==> config.mk <==
export PLATFORM = sky130hd
export DESIGN_NAME = instr_fetch_unit
export DESIGN_NICKNAME = d
export VERILOG_FILES = /design/src/rtl/fetch_pkg.sv /design/src/rtl/fetch_fifo.sv /design/src/rtl/instr_fetch_unit.sv
export SDC_FILE = /design/constraint.sdc
export NUM_CORES = 1
export LEC_CHECK = 0
export BUFFER_PORTS_ARGS = -buffer_cell sky130_fd_sc_hd__buf_2
export CAP_MARGIN = 25
export CORE_AREA = 8 8 185 187
export CTS_CLUSTER_SIZE = 24
export DETAILED_ROUTE_END_ITERATION = 7
export DIE_AREA = 0 0 193 195
export PLACE_DENSITY = 0.67
export SETUP_SLACK_MARGIN = 0.05
export SLEW_MARGIN = 20
export SYNTH_ARGS = -nofsm -noshare
export SYNTH_HDL_FRONTEND = slang
export SYNTH_SLANG_ARGS = --single-unit
==> constraint.sdc <==
create_clock -name clk -period 9.65 [get_ports clk]
set_input_delay 0.4825 -clock clk [delete_from_list [all_inputs] [get_ports clk]]
set_output_delay 0.4825 -clock clk [all_outputs]
set_load 0.1 [all_outputs]
==> src/rtl/fetch_pkg.sv <==
// fetch_pkg: shared definitions for the instruction fetch stage.
//   XLEN                 - architectural word width
//   *_LSB / *_W / *_BIT  - positions of the pre-sliced decode fields
//   NOP_INSTR            - canonical ADDI x0,x0,0, reserved for decode bubbles
//   fetch_entry_t        - one prefetch FIFO entry (instruction word + its PC)
//   word_align()         - clears the byte-offset bits of an address
package fetch_pkg;

  localparam int XLEN = 32;

  localparam int OPCODE_LSB   = 0;
  localparam int OPCODE_W     = 7;
  localparam int FUNCT3_LSB   = 12;
  localparam int FUNCT3_W     = 3;
  localparam int FUNCT7_5_BIT = 30;

  localparam logic [XLEN-1:0] NOP_INSTR = 32'h0000_0013;

  typedef struct packed {
    logic [XLEN-1:0] instr;
    logic [XLEN-1:0] pc;
  } fetch_entry_t;

  function automatic logic [XLEN-1:0] word_align(input logic [XLEN-1:0] addr);
    return addr & ~XLEN'(3);
  endfunction

endpackage

==> src/rtl/fetch_fifo.sv <==
// fetch_fifo: synchronous prefetch FIFO holding instruction words with their PCs.
//   clk, rst     - clock, asynchronous active-high reset
//   push         - write push_entry at the tail (ignored when full or flushing)
//   push_entry   - instruction word + PC to store
//   pop          - remove the head entry (ignored when empty)
//   flush        - empty the FIFO at the next edge; wins over push and pop
//   head         - current head entry (only meaningful when count != 0)
//   count        - number of valid entries, 0..DEPTH
module fetch_fifo
  import fetch_pkg::*;
#(
  parameter int DEPTH = 4,
  parameter int CW    = $clog2(DEPTH) + 1
) (
  input  logic          clk,
  input  logic          rst,
  input  logic          push,
  input  fetch_entry_t  push_entry,
  input  logic          pop,
  input  logic          flush,
  output fetch_entry_t  head,
  output logic [CW-1:0] count
);

  localparam int PW = $clog2(DEPTH);

  logic [PW-1:0] wr_ptr_q;
  logic [PW-1:0] rd_ptr_q;
  logic [CW-1:0] count_q;
  fetch_entry_t  mem_q [DEPTH];

  logic push_ok;
  logic pop_ok;

  assign push_ok = push && !flush && (count_q != CW'(DEPTH));
  assign pop_ok  = pop && (count_q != '0);

  // NOTE: the storage array has no reset; nothing reads an entry before it is
  // written because the head is only used while count is non-zero.
  always_ff @(posedge clk) begin
    if (push_ok) begin
      mem_q[wr_ptr_q] <= push_entry;
    end
  end

  // NOTE: state registers use non-blocking assignments so every flop samples
  // the pre-edge values regardless of statement order.
  always_ff @(posedge clk or posedge rst) begin
    if (rst) begin
      wr_ptr_q <= '0;
      rd_ptr_q <= '0;
      count_q  <= '0;
    end else if (flush) begin
      wr_ptr_q <= '0;
      rd_ptr_q <= '0;
      count_q  <= '0;
    end else begin
      if (push_ok) wr_ptr_q <= wr_ptr_q + PW'(1);
      if (pop_ok)  rd_ptr_q <= rd_ptr_q + PW'(1);
      count_q <= count_q + CW'(push_ok) - CW'(pop_ok);
    end
  end

  assign head  = mem_q[rd_ptr_q];
  assign count = count_q;

endmodule

==> src/rtl/instr_fetch_unit.sv <==
// instr_fetch_unit: RV32I fetch stage. Holds the fetch PC, issues word reads
// to instruction memory, buffers returned words in a prefetch FIFO and hands
// them to decode together with their PC and pre-sliced decode fields.
//   clk, rst                  - clock, asynchronous active-high reset
//   redirect, redirect_pc     - taken branch and its target (bits [1:0] ignored)
//   imem_req_valid/_ready     - read request handshake
//   imem_addr                 - word-aligned request address
//   imem_rsp_valid/_data      - in-order read responses
//   instr_valid/_ready        - decode handshake on the FIFO head
//   instr, instr_pc           - head instruction and its PC
//   opcode, funct3, funct7_5  - decode fields sliced from instr
module instr_fetch_unit
  import fetch_pkg::*;
#(
  parameter logic [XLEN-1:0] RESET_PC = 32'h0000_0000,
  parameter int              DEPTH    = 4
) (
  input  logic                clk,
  input  logic                rst,
  input  logic                redirect,
  input  logic [XLEN-1:0]     redirect_pc,
  output logic                imem_req_valid,
  input  logic                imem_req_ready,
  output logic [XLEN-1:0]     imem_addr,
  input  logic                imem_rsp_valid,
  input  logic [XLEN-1:0]     imem_rsp_data,
  output logic                instr_valid,
  input  logic                instr_ready,
  output logic [XLEN-1:0]     instr,
  output logic [XLEN-1:0]     instr_pc,
  output logic [OPCODE_W-1:0] opcode,
  output logic [FUNCT3_W-1:0] funct3,
  output logic                funct7_5
);

  localparam int CW = $clog2(DEPTH) + 1;

  logic [XLEN-1:0] fetch_pc_q,    fetch_pc_d;
  logic [XLEN-1:0] rsp_pc_q,      rsp_pc_d;     // PC of the next kept response
  logic [CW-1:0]   outstanding_q, outstanding_d;
  logic [CW-1:0]   drop_cnt_q,    drop_cnt_d;
  logic            redir_pend_q,  redir_pend_d; // target waiting behind a stale request
  logic [XLEN-1:0] redir_pc_q,    redir_pc_d;

  logic            req_fire;
  logic            rsp_ok;
  logic            rsp_keep;
  logic [XLEN-1:0] target;
  logic [CW-1:0]   fifo_count;
  logic [CW:0]     inflight;
  fetch_entry_t    fifo_head;
  fetch_entry_t    fifo_push_entry;

  assign target   = word_align(redirect_pc);
  assign req_fire = imem_req_valid && imem_req_ready;
  // A response with nothing outstanding cannot belong to this core; ignore it.
  assign rsp_ok   = imem_rsp_valid && (outstanding_q != '0);
  assign rsp_keep = rsp_ok && (drop_cnt_q == '0) && !redirect;

  // Outstanding plus buffered never exceeds DEPTH, so a kept response always
  // finds room. The sum only falls without an accept, so a raised request
  // stays raised until it is taken.
  assign inflight       = (CW+1)'(outstanding_q) + (CW+1)'(fifo_count);
  assign imem_req_valid = !rst && (inflight < (CW+1)'(DEPTH));
  assign imem_addr      = fetch_pc_q;

  always_comb begin
    // NOTE: every always_comb output gets a default first so no path through
    // the block leaves a variable unassigned (which would infer a latch).
    fetch_pc_d    = fetch_pc_q;
    rsp_pc_d      = rsp_pc_q;
    outstanding_d = outstanding_q;
    drop_cnt_d    = drop_cnt_q;
    redir_pend_d  = redir_pend_q;
    redir_pc_d    = redir_pc_q;

    unique case ({req_fire, rsp_ok})
      2'b10:   outstanding_d = outstanding_q + CW'(1);
      2'b01:   outstanding_d = outstanding_q - CW'(1);
      default: outstanding_d = outstanding_q;
    endcase

    if (rsp_ok && (drop_cnt_q != '0)) begin
      drop_cnt_d = drop_cnt_q - CW'(1);
    end

    if (rsp_keep) begin
      rsp_pc_d = rsp_pc_q + XLEN'(4);
    end

    if (req_fire) begin
      if (redir_pend_q) begin
        // The held request belongs to the old path: drop its response and
        // continue from the deferred branch target.
        fetch_pc_d   = redir_pc_q;
        drop_cnt_d   = drop_cnt_d + CW'(1);
        redir_pend_d = 1'b0;
      end else begin
        fetch_pc_d = fetch_pc_q + XLEN'(4);
      end
    end

    if (redirect) begin
      // Everything accepted up to and including this cycle is stale.
      drop_cnt_d = outstanding_d;
      rsp_pc_d   = target;
      redir_pc_d = target;
      if (imem_req_valid && !imem_req_ready) begin
        // Request already on the bus cannot be withdrawn; keep its address
        // and switch to the target once it is accepted.
        fetch_pc_d   = fetch_pc_q;
        redir_pend_d = 1'b1;
      end else begin
        fetch_pc_d   = target;
        redir_pend_d = 1'b0;
      end
    end
  end

  always_ff @(posedge clk or posedge rst) begin
    if (rst) begin
      fetch_pc_q    <= RESET_PC;
      rsp_pc_q      <= RESET_PC;
      outstanding_q <= '0;
      drop_cnt_q    <= '0;
      redir_pend_q  <= 1'b0;
      redir_pc_q    <= RESET_PC;
    end else begin
      fetch_pc_q    <= fetch_pc_d;
      rsp_pc_q      <= rsp_pc_d;
      outstanding_q <= outstanding_d;
      drop_cnt_q    <= drop_cnt_d;
      redir_pend_q  <= redir_pend_d;
      redir_pc_q    <= redir_pc_d;
    end
  end

  assign fifo_push_entry = '{instr: imem_rsp_data, pc: rsp_pc_q};

  fetch_fifo #(
    .DEPTH (DEPTH),
    .CW    (CW)
  ) u_fifo (
    .clk        (clk),
    .rst        (rst),
    .push       (rsp_keep),
    .push_entry (fifo_push_entry),
    .pop        (instr_ready),
    .flush      (redirect),
    .head       (fifo_head),
    .count      (fifo_count)
  );

  // Outputs read as reset values whenever the FIFO is empty.
  assign instr_valid = (fifo_count != '0);
  assign instr       = instr_valid ? fifo_head.instr : '0;
  assign instr_pc    = instr_valid ? fifo_head.pc    : RESET_PC;
  assign opcode      = instr[OPCODE_LSB +: OPCODE_W];
  assign funct3      = instr[FUNCT3_LSB +: FUNCT3_W];
  assign funct7_5    = instr[FUNCT7_5_BIT];

endmodule

== Word level (Yosys, flattened, before mapping) ==
Memory sizes are Yosys's and may differ from the RTL's.
Cells that the tools add are included.

* Register bits after elaboration: 108
* Bits in writable memories: 256
* Input bits: 70
* Output and inout bits: 109
* Word-level logic and storage cells: 71
* Memories: 1

{| class="wikitable"
|+ Memory list
! name !! words !! bits a word !! rd ports !! clocked after memory_dff !! write ports !! RTL line !! text
|-
| u_fifo.mem_q || 4 || 64 || 1 || 0 || 1 || fetch_fifo.sv:30 || <nowiki>fetch_entry_t mem_q [DEPTH];</nowiki>
|}

* Add/sub/neg operators: 11
* $lt $le $gt $ge: 1
* Equality and inequality tests: 4
* Muxes and demuxes: 23
* Reductions and logical operators: 22

{| class="wikitable"
|+ Operators by type and width
! operator !! number
|-
| $mux W32 || 8
|-
| $add A32 B3 Y32 const B || 2
|-
| $mux W3 || 5
|-
| $logic_and A1 B1 Y1 || 10
|-
| $reduce_bool A3 Y1 || 3
|-
| $mux W2 || 4
|-
| $reduce_bool A2 Y1 || 4
|-
| $add A3 B1 Y3 const B || 2
|-
| $pmux W3 S2 || 1
|-
| $sub A3 B1 Y3 const B || 2
|-
| $mux W1 || 5
|-
| $add A2 B1 Y2 const B || 2
|-
| $add A3 B3 Y4 || 1
|-
| $lt A4 B3 Y1 const B || 1
|-
| $add A3 B1 Y3 || 1
|-
| $logic_not A1 Y1 || 3
|-
| $logic_not A3 Y1 || 1
|-
| $ne A3 B3 Y1 const B || 1
|-
| $sub A3 B1 Y3 || 1
|-
| $eq A2 B1 Y1 const B || 1
|-
| $eq A2 B2 Y1 const B || 1
|-
| $ne A2 B2 Y1 const B || 1
|-
| $reduce_and A2 Y1 || 1
|}

== Depth between registers and ports, before layout ==
Gate-level depths: netlist of the first run.

* Depth in word-level cells: 9
* Gate-level depth with buffers: 12
* Gate-level depth less buffers: 11

== Modules after synthesis ==
Synthesis of the first run repeated with hierarchy kept, for this count alone.

* Cell total of the unflattened synthesis: 1048
* Area, all modules: 15552.4 um^2

{| class="wikitable"
|+ By module, submodules not included
! module !! instances !! cells each !! area an instance (um^2) !! seq. area each (um^2)
|-
| fetch_fifo || 1 || 377 || 9678.0 || 7862.5
|-
| instr_fetch_unit || 1 || 671 || 5874.4 || 2427.3
|}

== Worst setup path before layout of the first run ==
OpenSTA, ideal clock, no wires.

* Path type: reg-to-reg
* Start: register drop_cnt_q[0]
* End: memory u_fifo.mem_q[0][10] (netlist name), enable pin
* Setup time: 426 ps
* Arrival: 2787 ps
* Path slack: 6436 ps
* Cell stages (with the launch flop): 6
* Path through: dfrtp_1 > inv_1 > ha_1 > nand3b_1 > a2111oi_2 > and2_1

* Cells in the longest elaborated chain, start to end: 7

{| class="wikitable"
|+ Ends and longest elaborated chain
! element !! RTL line !! text
|-
| from (decl) || instr_fetch_unit.sv:41 || <nowiki>logic [CW-1:0] drop_cnt_q, drop_cnt_d;</nowiki>
|-
| from (signal assigned) || instr_fetch_unit.sv:132 || <nowiki>drop_cnt_q <= drop_cnt_d;</nowiki>
|-
| $logic_not A3 Y1 || instr_fetch_unit.sv:58 || <nowiki>assign rsp_keep = rsp_ok && (drop_cnt_q == '0) && !redirect;</nowiki>
|-
| $logic_and A1 B1 Y1 (2 in a row) || instr_fetch_unit.sv:58 ||
|-
| $logic_and A1 B1 Y1 (2 in a row) || fetch_fifo.sv:35 || <nowiki>assign push_ok = push && !flush && (count_q != CW'(DEPTH));</nowiki>
|-
| $mux W1 || fetch_fifo.sv:41 || <nowiki>if (push_ok) begin</nowiki>
|-
| $mux W1 (implied by the code) || fetch_fifo.sv:42 || <nowiki>mem_q[wr_ptr_q] <= push_entry;</nowiki>
|-
| to (decl) || fetch_fifo.sv:30 ||
|}

Every way passes these cells.

== Worst setup path in the final report of the first run ==
* Start: register u_fifo.rd_ptr_q[0]
* End: output port instr_pc[10]

* Cells in the longest elaborated chain, start to end: 2

{| class="wikitable"
|+ Ends and longest elaborated chain
! element !! RTL line !! text
|-
| from (decl) || fetch_fifo.sv:28 || <nowiki>logic [PW-1:0] rd_ptr_q;</nowiki>
|-
| from (signal assigned) || fetch_fifo.sv:59 || <nowiki>if (pop_ok) rd_ptr_q <= rd_ptr_q + PW'(1);</nowiki>
|-
| $mem_v2 Z4 W64 || -- ||
|-
| $mux W32 || instr_fetch_unit.sv:157 || <nowiki>assign instr_pc = instr_valid ? fifo_head.pc : RESET_PC;</nowiki>
|-
| to (decl) || instr_fetch_unit.sv:30 || <nowiki>output logic [XLEN-1:0] instr_pc,</nowiki>
|}

Every way passes these cells.

==> metrics, run 1 <==
vias per inst 5.56; placed insts 1,571; post-synthesis register bit count 352; CTS sink cnt 352; CORE AREA 31,200 um2; most common cell after layout, fill and taps aside edfxtp_1; final hold violations 0; crit-path max FO 46; FF-to-FF Start drop_cnt_q[0]; skew final 0.0205 ns; worst setup path startpoint u_fifo.rd_ptr_q[0]; Tightest Pin Transition 0.947 ns; largest buffer count on any clock path 3; Final Non-Filler Cells 1,643; count of final setup violators 0; DIE HEIGHT 195 um; Cell Chain, Critical Path buf_4 > mux4_2 > and2_1 > buf_2; Critical Path AT 3.10 ns; GRT Total Usage 17.4%; largest net degree at the start of global routing 92; share of cells above drive strength 1 26.9%; Remaining Overflow, GRT 0; Worst Path Required 9.17 ns; root buf cell clkbuf_16; H-tree Lvls 2; Final TNS setup 0 ns; Max Slew Vio Count 0; via count 9,141; Max Cap Viol 0; site row count 65; DIE WIDTH 193 um; starting density of the core 49.1%; Fill cells 2,503; FFs w/ async S/R, synth 29.5%; number of enable flip-flop cells after synthesis 248; Antenna Violating Nets Remaining 0; Hold Crit Start imem_rsp_data[6]; post-synthesis cell type count 64; unrepaired setup endpoints after global routing no; routability cong. 0.820; P&R area growth vs syn 16.4%; Tcrit/Tclk final 37.1%; Syn Inst Count 1,053; delay of the slowest critical-path stage 0.80 ns; drt pass-1 iters 5; worst hold-check path type input port to flop; outcome completed; Hold-fix buffers, CTS 1; worst-skew pair later-pin latency 0.52 ns; vias in the first global route 9,352; post-synthesis sequential area ratio 65.6%; WL/cell 20.0 um; hpwl dp 20,900 um; PortBufs 172; WP buf/inv 2; cell area after layout 17,800 um2; Setup crit end kind output port; critical path's top delay family buffers and inverters; first-pass GRT wire length 51,800 um; Synth Warn # 0; final net count 1,296; initial antenna violation count 1; most frequent cells in the layout edfxtp_1 (248), buf_2 (171), dfrtp_1 (102), o21ai_0 (73), and2_1 (66); Mapped Area 15,300 um2; Syn Area/Cell 14.6 um2; DRT iter0 DRCs 579; cts bufs inserted 38; CTS resizes 0; area occupied by multi-input gates 4740 um2; slowest CP cell buf_4; clock-pin slew on the worst setup and hold paths 0.06 ns; Final min period 3.58 ns; Reg area 10,100 um2; IO Pins 179; TritonCTS clock tree yes; top_reg_cell synth edfxtp_1; Final Util 57.1%; fmax 0.279 GHz; Max-slew headroom 36.9%; DRC viols 0; DP Area 16,500 um2; final wirelength 32,800 um; setup bufs post-CTS 0; startpoint types flop; kind of critical path flop to output port; die area 37,600 um2
flip-flops by register name, summed over array words and instances, names as in the netlist:
register / count
redir_pend_q: 1
rsp_pc_q: 30
u_fifo.rd_ptr_q: 2
imem_addr: 30
redir_pc_q: 30
drop_cnt_q: 3
u_fifo.count: 3
u_fifo.mem_q: 248
outstanding_q: 3
u_fifo.wr_ptr_q: 2
metal layers:
layer	up-vias	global-route usage, %	part of all wire [%]
met5	-	0	0
met4	0	4.70	2.0
met3	45	3.58	6.7
met2	287	26.9	45
met1	4556	24.8	46
li1	4253	-	-
through the flow:
stage	hold slack, ns	worst slack [ns]
final	0.189	6.07
after global routing	0.174	5.82
after CTS	0.162	5.93
after detailed placement	0.481	6.40
after global placement	0.480	6.47
after floorplan	0.472	6.44
worst reg2reg max path, stage by stage (launching register included):
cell       delay, ns
dfrtp_1         0.36
inv_1           0.11
ha_1            0.23
nand3b_1        0.12
a2111oi_2       0.61
and2_2          0.70
buf_4           0.62
kinds of logic after synthesis:
group | count (synthesis) | share of synthesized area [%]
AO/OA/AOI/OAI | 179 | 7.21
buffers and inverters | 117 | 3.59
AND/OR/NAND/NOR | 268 | 9.62
adder cells (fa/ha/maj) | 16 | 1.40
XOR/XNOR | 45 | 2.57
other | 1 | 0.0245
flip-flops | 352 | 65.6
multiplexers | 75 | 10.0
layout make-up:
type / count / share of cell area [%]
Antenna cell: 1 / 0.0140
Multi-Input combinational cell: 587 / 26.6
Sequential cell: 352 / 56.4
Clock buffer: 53 / 6.12
Clock inverter: 17 / 1.49
Tap cell: 402 / 2.82
Inverter: 45 / 0.961
Timing Repair Buffer: 186 / 5.63
final timing paths:
check	end	slack (ns)	cells after the start
setup / recovery	instr_pc[10]	6.07	4
hold / removal	u_fifo.mem_q[1][38]	0.19	1
setup reg to reg	u_fifo.mem_q[2][11]	6.51	6
hold reg to reg	redir_pc_q[31]	0.52	1
max in group asynchronous	imem_addr[19]	8.13	5
min in group asynchronous	rsp_pc_q[2]	0.50	3
synth_stat cells, drive strengths merged (2+ instances only):
cell	instances	area, um2
buf	45	280
mux4	62	1400
nor3	15	75.1
o311ai	2	17.5
and2	70	438
fa	2	40.0
ha	14	175
xor2	12	105
o211ai	15	118
o21ai	74	370
nand4	13	87.6
a21boi	2	15.0
dfrtp	104	2600
nand2	64	240
and3	15	93.8
mux2	6	67.6
o41ai	3	26.3
a221oi	2	23.8
nor2b	2	12.5
mux2i	7	70.1
a21o	4	30.0
nand3	23	140
xnor2	33	289
a31o	3	26.3
edfxtp	248	7450
a31oi	19	119
a21oi	32	164
o2bb2ai	2	17.5
o31ai	5	37.5
and4	7	63.8
nor2	38	143
nor4	10	98.8
nand2b	6	45.0
o221ai	2	17.5
or3	2	12.5
inv	45	169
a211oi	6	45.0
clkbuf	27	101
Power of run 1 is not shown: default switching activity piles up to over one toggle a cycle in this logic, so the estimate is an artifact.
==> run 2: changes to the inputs <==
--- a/config.mk
+++ b/config.mk
@@ -11,7 +11,7 @@
 export CTS_CLUSTER_SIZE = 24
 export DETAILED_ROUTE_END_ITERATION = 7
 export DIE_AREA = 0 0 193 195
-export PLACE_DENSITY = 0.67
+export PLACE_DENSITY = 0.7
 export SETUP_SLACK_MARGIN = 0.05
 export SLEW_MARGIN = 20
 export SYNTH_ARGS = -nofsm -noshare
==> constraint.sdc (replaced) <==
create_clock -name clk -period 3.2 [get_ports clk]
set_input_delay 0.16 -clock clk [delete_from_list [all_inputs] [get_ports clk]]
set_output_delay 0.16 -clock clk [all_outputs]
set_load 0.1 [all_outputs]
==> run 2 against run 1 <==
Against the previous run: sequential share of layout area down 1.6 points; critical path type is now flop to flop; global-route usage up 0.57 points; register-to-register slack worse by 6.0 ns; non-clock buffer count up 69.
==> metrics, run 2 (synthesized netlist as in run 1, its figures left out) <==
routed wire length on met2 15,800 um; setup bufs post-CTS 0; Final TNS setup 0 ns; GRT Total Usage 18.0%; largest buffer count on any clock path 3; routability cong. 0.875; TritonCTS clock tree yes; worst-skew pair later-pin latency 0.53 ns; drt pass-1 iters 4; max reg flops 248; Fill cells 2,469; initial antenna violation count 0; most frequent cells in the layout edfxtp_1 (248), buf_2 (171), dfrtp_1 (102), o21ai_0 (73), and2_1 (66); clock-pin slew on the worst setup and hold paths 0.06 ns; count of final setup violators 0; fmax 0.369 GHz; H-tree Lvls 2; Critical Path AT 3.17 ns; most common cell after layout, fill and taps aside edfxtp_1; vias per inst 5.55; Remaining Overflow, GRT 0; Worst Path Required 3.66 ns; routed wl met3 2260 um; Biggest register u_fifo.mem_q; PortBufs 172; final antenna diode count 0; outcome completed; Antenna Violating Nets Remaining 0; kind of critical path flop to flop; top sig layer met4; P&R area growth vs syn 19.7%; starting density of the core 49.1%; cts bufs inserted 36; CTS sink cnt 352; Setup crit end kind flop; die area 37,600 um2; first-pass GRT wire length 53,500 um; via count 9,453; Final Util 58.8%; final hold violations 0; hpwl dp 21,200 um; Post-Route M1 WL 15,100 um; largest net degree at the start of global routing 64; site row count 65; final net count 1,363; Max Slew Vio Count 0; final wirelength 33,900 um; DIE WIDTH 193 um; root buf cell clkbuf_16; worst hold-check path type input port to flop; Max Cap Viol 0; IO Pins 179; DRC viols 0; WL/cell 19.9 um; DRT iter0 DRCs 642; Max-slew headroom 40.0%; unrepaired setup endpoints after global routing no; vias in the first global route 9,762; DIE HEIGHT 195 um; startpoint types flop; CORE AREA 31,200 um2; share of cells above drive strength 1 25.5%; Tightest Pin Transition 0.900 ns; Tcrit/Tclk final 84.6%; Final min period 2.71 ns; skew final 0.0209 ns; crit-path max FO 5
run 2: cell types whose count changed in the layout (fill, tap and decap cells not counted), sizes merged:
cell | previous run | this run
clkbuf | 53 | 45
inv | 46 | 45
dlygate4sd3 | 1 | 65
clkinvlp | 1 | 2
clkinv | 8 | 13
buf | 185 | 190
diode | 1 | 0
bufinv | 7 | 3
run 2: layer usage:
layer	up-vias	global-route usage, %
met5	-	0
met4	0	4.73
met3	54	3.55
met2	297	28.9
met1	4711	24.8
li1	4391	-
run 2: through the flow:
stage          std cells  hold WS, ns  setup slack [ns]  instance area, um2
6_report            1704       0.0973             0.492               18400
5_1_grt             1704        0.117             0.288               18400
4_1_cts             1704       0.0933             0.439               18400
3_5_place_dp        1576        0.378             0.526               16600
3_3_place_gp        1576        0.373             0.598               16600
2_1_floorplan       1056        0.259             0.308               15300
run 2: worst max-delay path: stages, from the launching register on:
cell	delay, ns
dfrtp_1	0.42
ha_1	0.21
nor4_1	0.34
and3_1	0.34
inv_1	0.07
ha_1	0.22
fa_1	0.39
xnor2_1	0.14
nor2_1	0.12
xor2_1	0.22
nor2_1	0.06
a21oi_1	0.11
run 2: layout make-up:
| cell class | instances | area [um2] | share of cell area [%] |
|---|---|---|---|
| Tap cell | 402 | 503 | 2.74 |
| Inverter | 45 | 171 | 0.934 |
| Clock buffer | 45 | 945 | 5.15 |
| Multi-Input combinational cell | 587 | 4740 | 25.8 |
| Sequential cell | 352 | 10100 | 54.8 |
| Timing Repair Buffer | 255 | 1740 | 9.46 |
| Clock inverter | 18 | 199 | 1.08 |
run 2: worst paths after layout:
path | startpoint | endpoint | depth (start not counted) | slack (ns)
setup / recovery | outstanding_q[2] | drop_cnt_q[2] | 11 | 0.49
hold / removal | instr_ready | u_fifo.rd_ptr_q[0] | 4 | 0.1
setup reg to reg | outstanding_q[2] | drop_cnt_q[2] | 11 | 0.49
hold reg to reg | redir_pc_q[29] | redir_pc_q[29] | 1 | 0.50
max in group asynchronous | rst | rsp_pc_q[20] | 4 | 2.12
min in group asynchronous | rst | outstanding_q[2] | 3 | 0.34
run 2: repair_timing:
action | CTS | global route
resized for setup | 0 | 0
hold buffers | 65 | 0
hold endpoints to repair | 255 | 0
Power of run 2 is left out for the same reason.
==> run 3: changes to the inputs <==
--- a/config.mk
+++ b/config.mk
@@ -5,13 +5,14 @@
 export SDC_FILE = /design/constraint.sdc
 export NUM_CORES = 1
 export LEC_CHECK = 0
+export ABC_AREA = 1
 export BUFFER_PORTS_ARGS = -buffer_cell sky130_fd_sc_hd__buf_2
 export CAP_MARGIN = 25
-export CORE_AREA = 8 8 185 187
+export CORE_AREA = 8 8 190 192
 export CTS_CLUSTER_SIZE = 24
 export DETAILED_ROUTE_END_ITERATION = 7
-export DIE_AREA = 0 0 193 195
-export PLACE_DENSITY = 0.7
+export DIE_AREA = 0 0 198 200
+export PLACE_DENSITY = 0.67
 export SETUP_SLACK_MARGIN = 0.05
 export SLEW_MARGIN = 20
 export SYNTH_ARGS = -nofsm -noshare
==> constraint.sdc (replaced) <==
create_clock -name clk -period 2.8 [get_ports clk]
set_input_delay 0.14 -clock clk [delete_from_list [all_inputs] [get_ports clk]]
set_output_delay 0.14 -clock clk [all_outputs]
set_load 0.1 [all_outputs]
==> run 3 against run 2 <==
Against the previous run: critical path depth down 5; first-iteration DRC count up 43%; synthesized cell count up 62%; via count up 34%; critical endpoint is now instr_pc[2]; largest cell class unchanged.
==> metrics, run 3 <==
Synth Warn # 0; CORE AREA 33,100 um2; Most Crowded Layer GR met2; hpwl dp 27,100 um; count of final setup violators 0; max reg flops 248; share of the synthesized area in the top cell type 45.7%; met1 Use GR 28.4%; pwr/cell area 1190 nW/um2; DIE WIDTH 198 um; final hold violations 0; worst-skew pair later-pin latency 0.53 ns; via count 12,622; DRC viols 0; final net count 2,009; largest cells by area after synthesis edfxtp_1 (46%), dfrtp_1 (16%), nor2_1 (8.4%); GRT Total Usage 21.4%; largest net degree at the start of global routing 81; Int Power 12.6 mW; vias per inst 5.26; unrepaired setup endpoints after global routing no; routability cong. 0.903; Biggest register u_fifo.mem_q; number of enable flip-flop cells after synthesis 248; CTS sink cnt 352; DRT iter0 DRCs 920; Crit. path cell count 6; Crit path top cell by count buf_12; P_sw 12.1 mW; most common cell after layout, fill and taps aside nor2_1; worst hold-check path type input port to flop; GRT met3 Usage 3.40%; vias in the first global route 12,416; kind of critical path flop to output port; clock-pin slew on the worst setup and hold paths 0.06 ns; share of cells above drive strength 1 16.5%; Tightest Pin Transition 0.981 ns; M2 GR Usage 36.1%; FFs w/ async S/R, synth 29.5%; WL/cell 17.6 um; DIE HEIGHT 200 um; post-synthesis register bit count 352; post-synthesis sequential area ratio 61.6%; WP buf/inv 3; Antenna Violating Nets Remaining 0; Syn Area/Cell 9.58 um2; Syn Inst Count 1,703; Leak 8.31 nW; Cell Chain, Critical Path inv_2 > buf_12 > nor2_1 > o21ai_0 > a21oi_1 > buf_12; top cells by count, synth nor2_1 (363), nand2_1 (279), edfxtp_1 (248); crit-path max FO 53; Max-slew headroom 34.5%; Worst Path Required 2.66 ns; die area 39,600 um2; peak supply drop 0.00130 V; clock share of power 19.6%; Remaining Overflow, GRT 0; slowest CP cell dfrtp_2; largest buffer count on any clock path 3; fmax 0.387 GHz; first-pass GRT wire length 67,100 um; skew final 0.0146 ns; critical path's top delay family buffers and inverters; Yosys top cell by area edfxtp_1; P&R area growth vs syn 26.9%; post-synthesis cell type count 42; Critical Path AT 2.44 ns; Tcrit/Tclk final 92.2%; PortBufs 172; drt pass-1 iters 5; Reg2Reg Depth 12; Fin Hold WS 0.127 ns; root buf cell clkbuf_16; most frequent cells in the layout nor2_1 (359), nand2_1 (279), edfxtp_1 (248), o21ai_0 (182), a21oi_1 (119); top_reg_cell synth edfxtp_1; cts bufs inserted 37; delay of the slowest critical-path stage 0.55 ns; IO Pins 179; most common cell in the netlist nor2_1; Setup crit end kind output port; combinational share of power 52.4%; final antenna diode count 0; Hold Path Depth 5; Switching Share 48.9%; Max Cap Viol 0; TritonCTS clock tree yes; initial antenna violation count 0; starting density of the core 49.3%; outcome completed; startpoint types flop; site row count 67; Mapped Area 16,300 um2; Sequential Power Share 28.0%; Max Slew Vio Count 0; Final min period 2.58 ns; H-tree Lvls 2; Final TNS setup 0 ns; final wirelength 42,300 um
-- run 3: cell types whose count changed in the layout (fill, tap and decap cells not counted), moves of 42 or more --
cell | before | now
nor2_1 | 38 | 359
nand2_1 | 64 | 279
o21ai_0 | 73 | 182
a21oi_1 | 31 | 119
buf_12 | 7 | 81
buf_2 | 171 | 99
and2_1 | 66 | 0
inv_1 | 44 | 110
mux4_2 | 62 | 0
nand3_1 | 21 | 63
-- run 3: metrics by stage --
| stage | power [mW] | instance area, um2 | cells | utilization, % | setup WS (ns) |
|---|---|---|---|---|---|
| after detailed placement | 19.9 | 18800 | 2266 | 56.8 | 0.447 |
| after global routing | 25.8 | 20700 | 2399 | 62.5 | 0.0776 |
| after CTS | 24.8 | 20700 | 2398 | 62.4 | 0.0689 |
| final | 24.7 | 20700 | 2399 | 62.5 | 0.218 |
| after global placement | 19.8 | 18800 | 2266 | 56.8 | 0.510 |
| after floorplan | 15.8 | 16400 | 1706 | - | 0.0950 |
-- run 3: worst paths after layout --
| check | start | end | slack [ns] |
|---|---|---|---|
| max | u_fifo.rd_ptr_q[1] | instr_pc[2] | 0.22 |
| min | imem_rsp_valid | rsp_pc_q[16] | 0.13 |
| max reg2reg | drop_cnt_q[0] | u_fifo.count[2] | 0.46 |
| min reg2reg | redir_pc_q[20] | redir_pc_q[20] | 0.47 |
| max in group asynchronous | rst | u_fifo.rd_ptr_q[0] | 1.73 |
| min in group asynchronous | rst | imem_addr[5] | 0.29 |
-- run 3: cell type report --
cell class              count  area, um2
inverters                 119        453
fillers                  2647      12400
well taps                 448        561
clock buffers              54       1030
clock inverters            13        165
flip-flops and latches    352      10100
repair buffers            267       2960
multi-input cells        1146       5470
-- run 3: routing by layer --
| metal | share of wire (%) | vias up |
|---|---|---|
| li1 | - | 6127 |
| met2 | 48 | 378 |
| met5 | 0 | - |
| met3 | 5.7 | 72 |
| met1 | 44 | 6045 |
| met4 | 2.5 | 0 |
-- run 3: what timing repair did --
item | in CTS | in global routing
setup endpoints to repair | 0 | 64
hold buffers | 65 | 0
gates resized for setup | 0 | 2
setup buffers | 0 | 1
hold endpoints to repair | 232 | 0
-- run 3: kinds of logic (layout without fill, tap and decap cells) --
logic type	after synthesis	in the layout	share of synthesized area, %
xor+xnor	23	23	1.23
fa+ha+maj	16	16	1.32
simple gates	761	761	19.6
buf+inv	208	453	5.41
other cells	1	4	0.0230
compound gates	342	342	10.9
flops	352	352	61.6
-- run 3: tightest hold or removal path: cells and delay by family --
kind            cells  cell delay, ns
compound gates      2            0.14
simple gates        2            0.19
buf+inv             1            0.14
-- run 3: power by group through the flow --
stage / sequential, mW / combinational, mW / clock (mW)
final: 6.92 / 12.9 / 4.83
after global routing: 7.00 / 13.7 / 5.13
after CTS: 6.93 / 13.0 / 4.92
after detailed placement: 7.02 / 12.9 / 0
after global placement: 7.01 / 12.7 / 0
after floorplan: 8.30 / 7.53 / 0
Note: power is estimated with default switching activity, not from simulation.
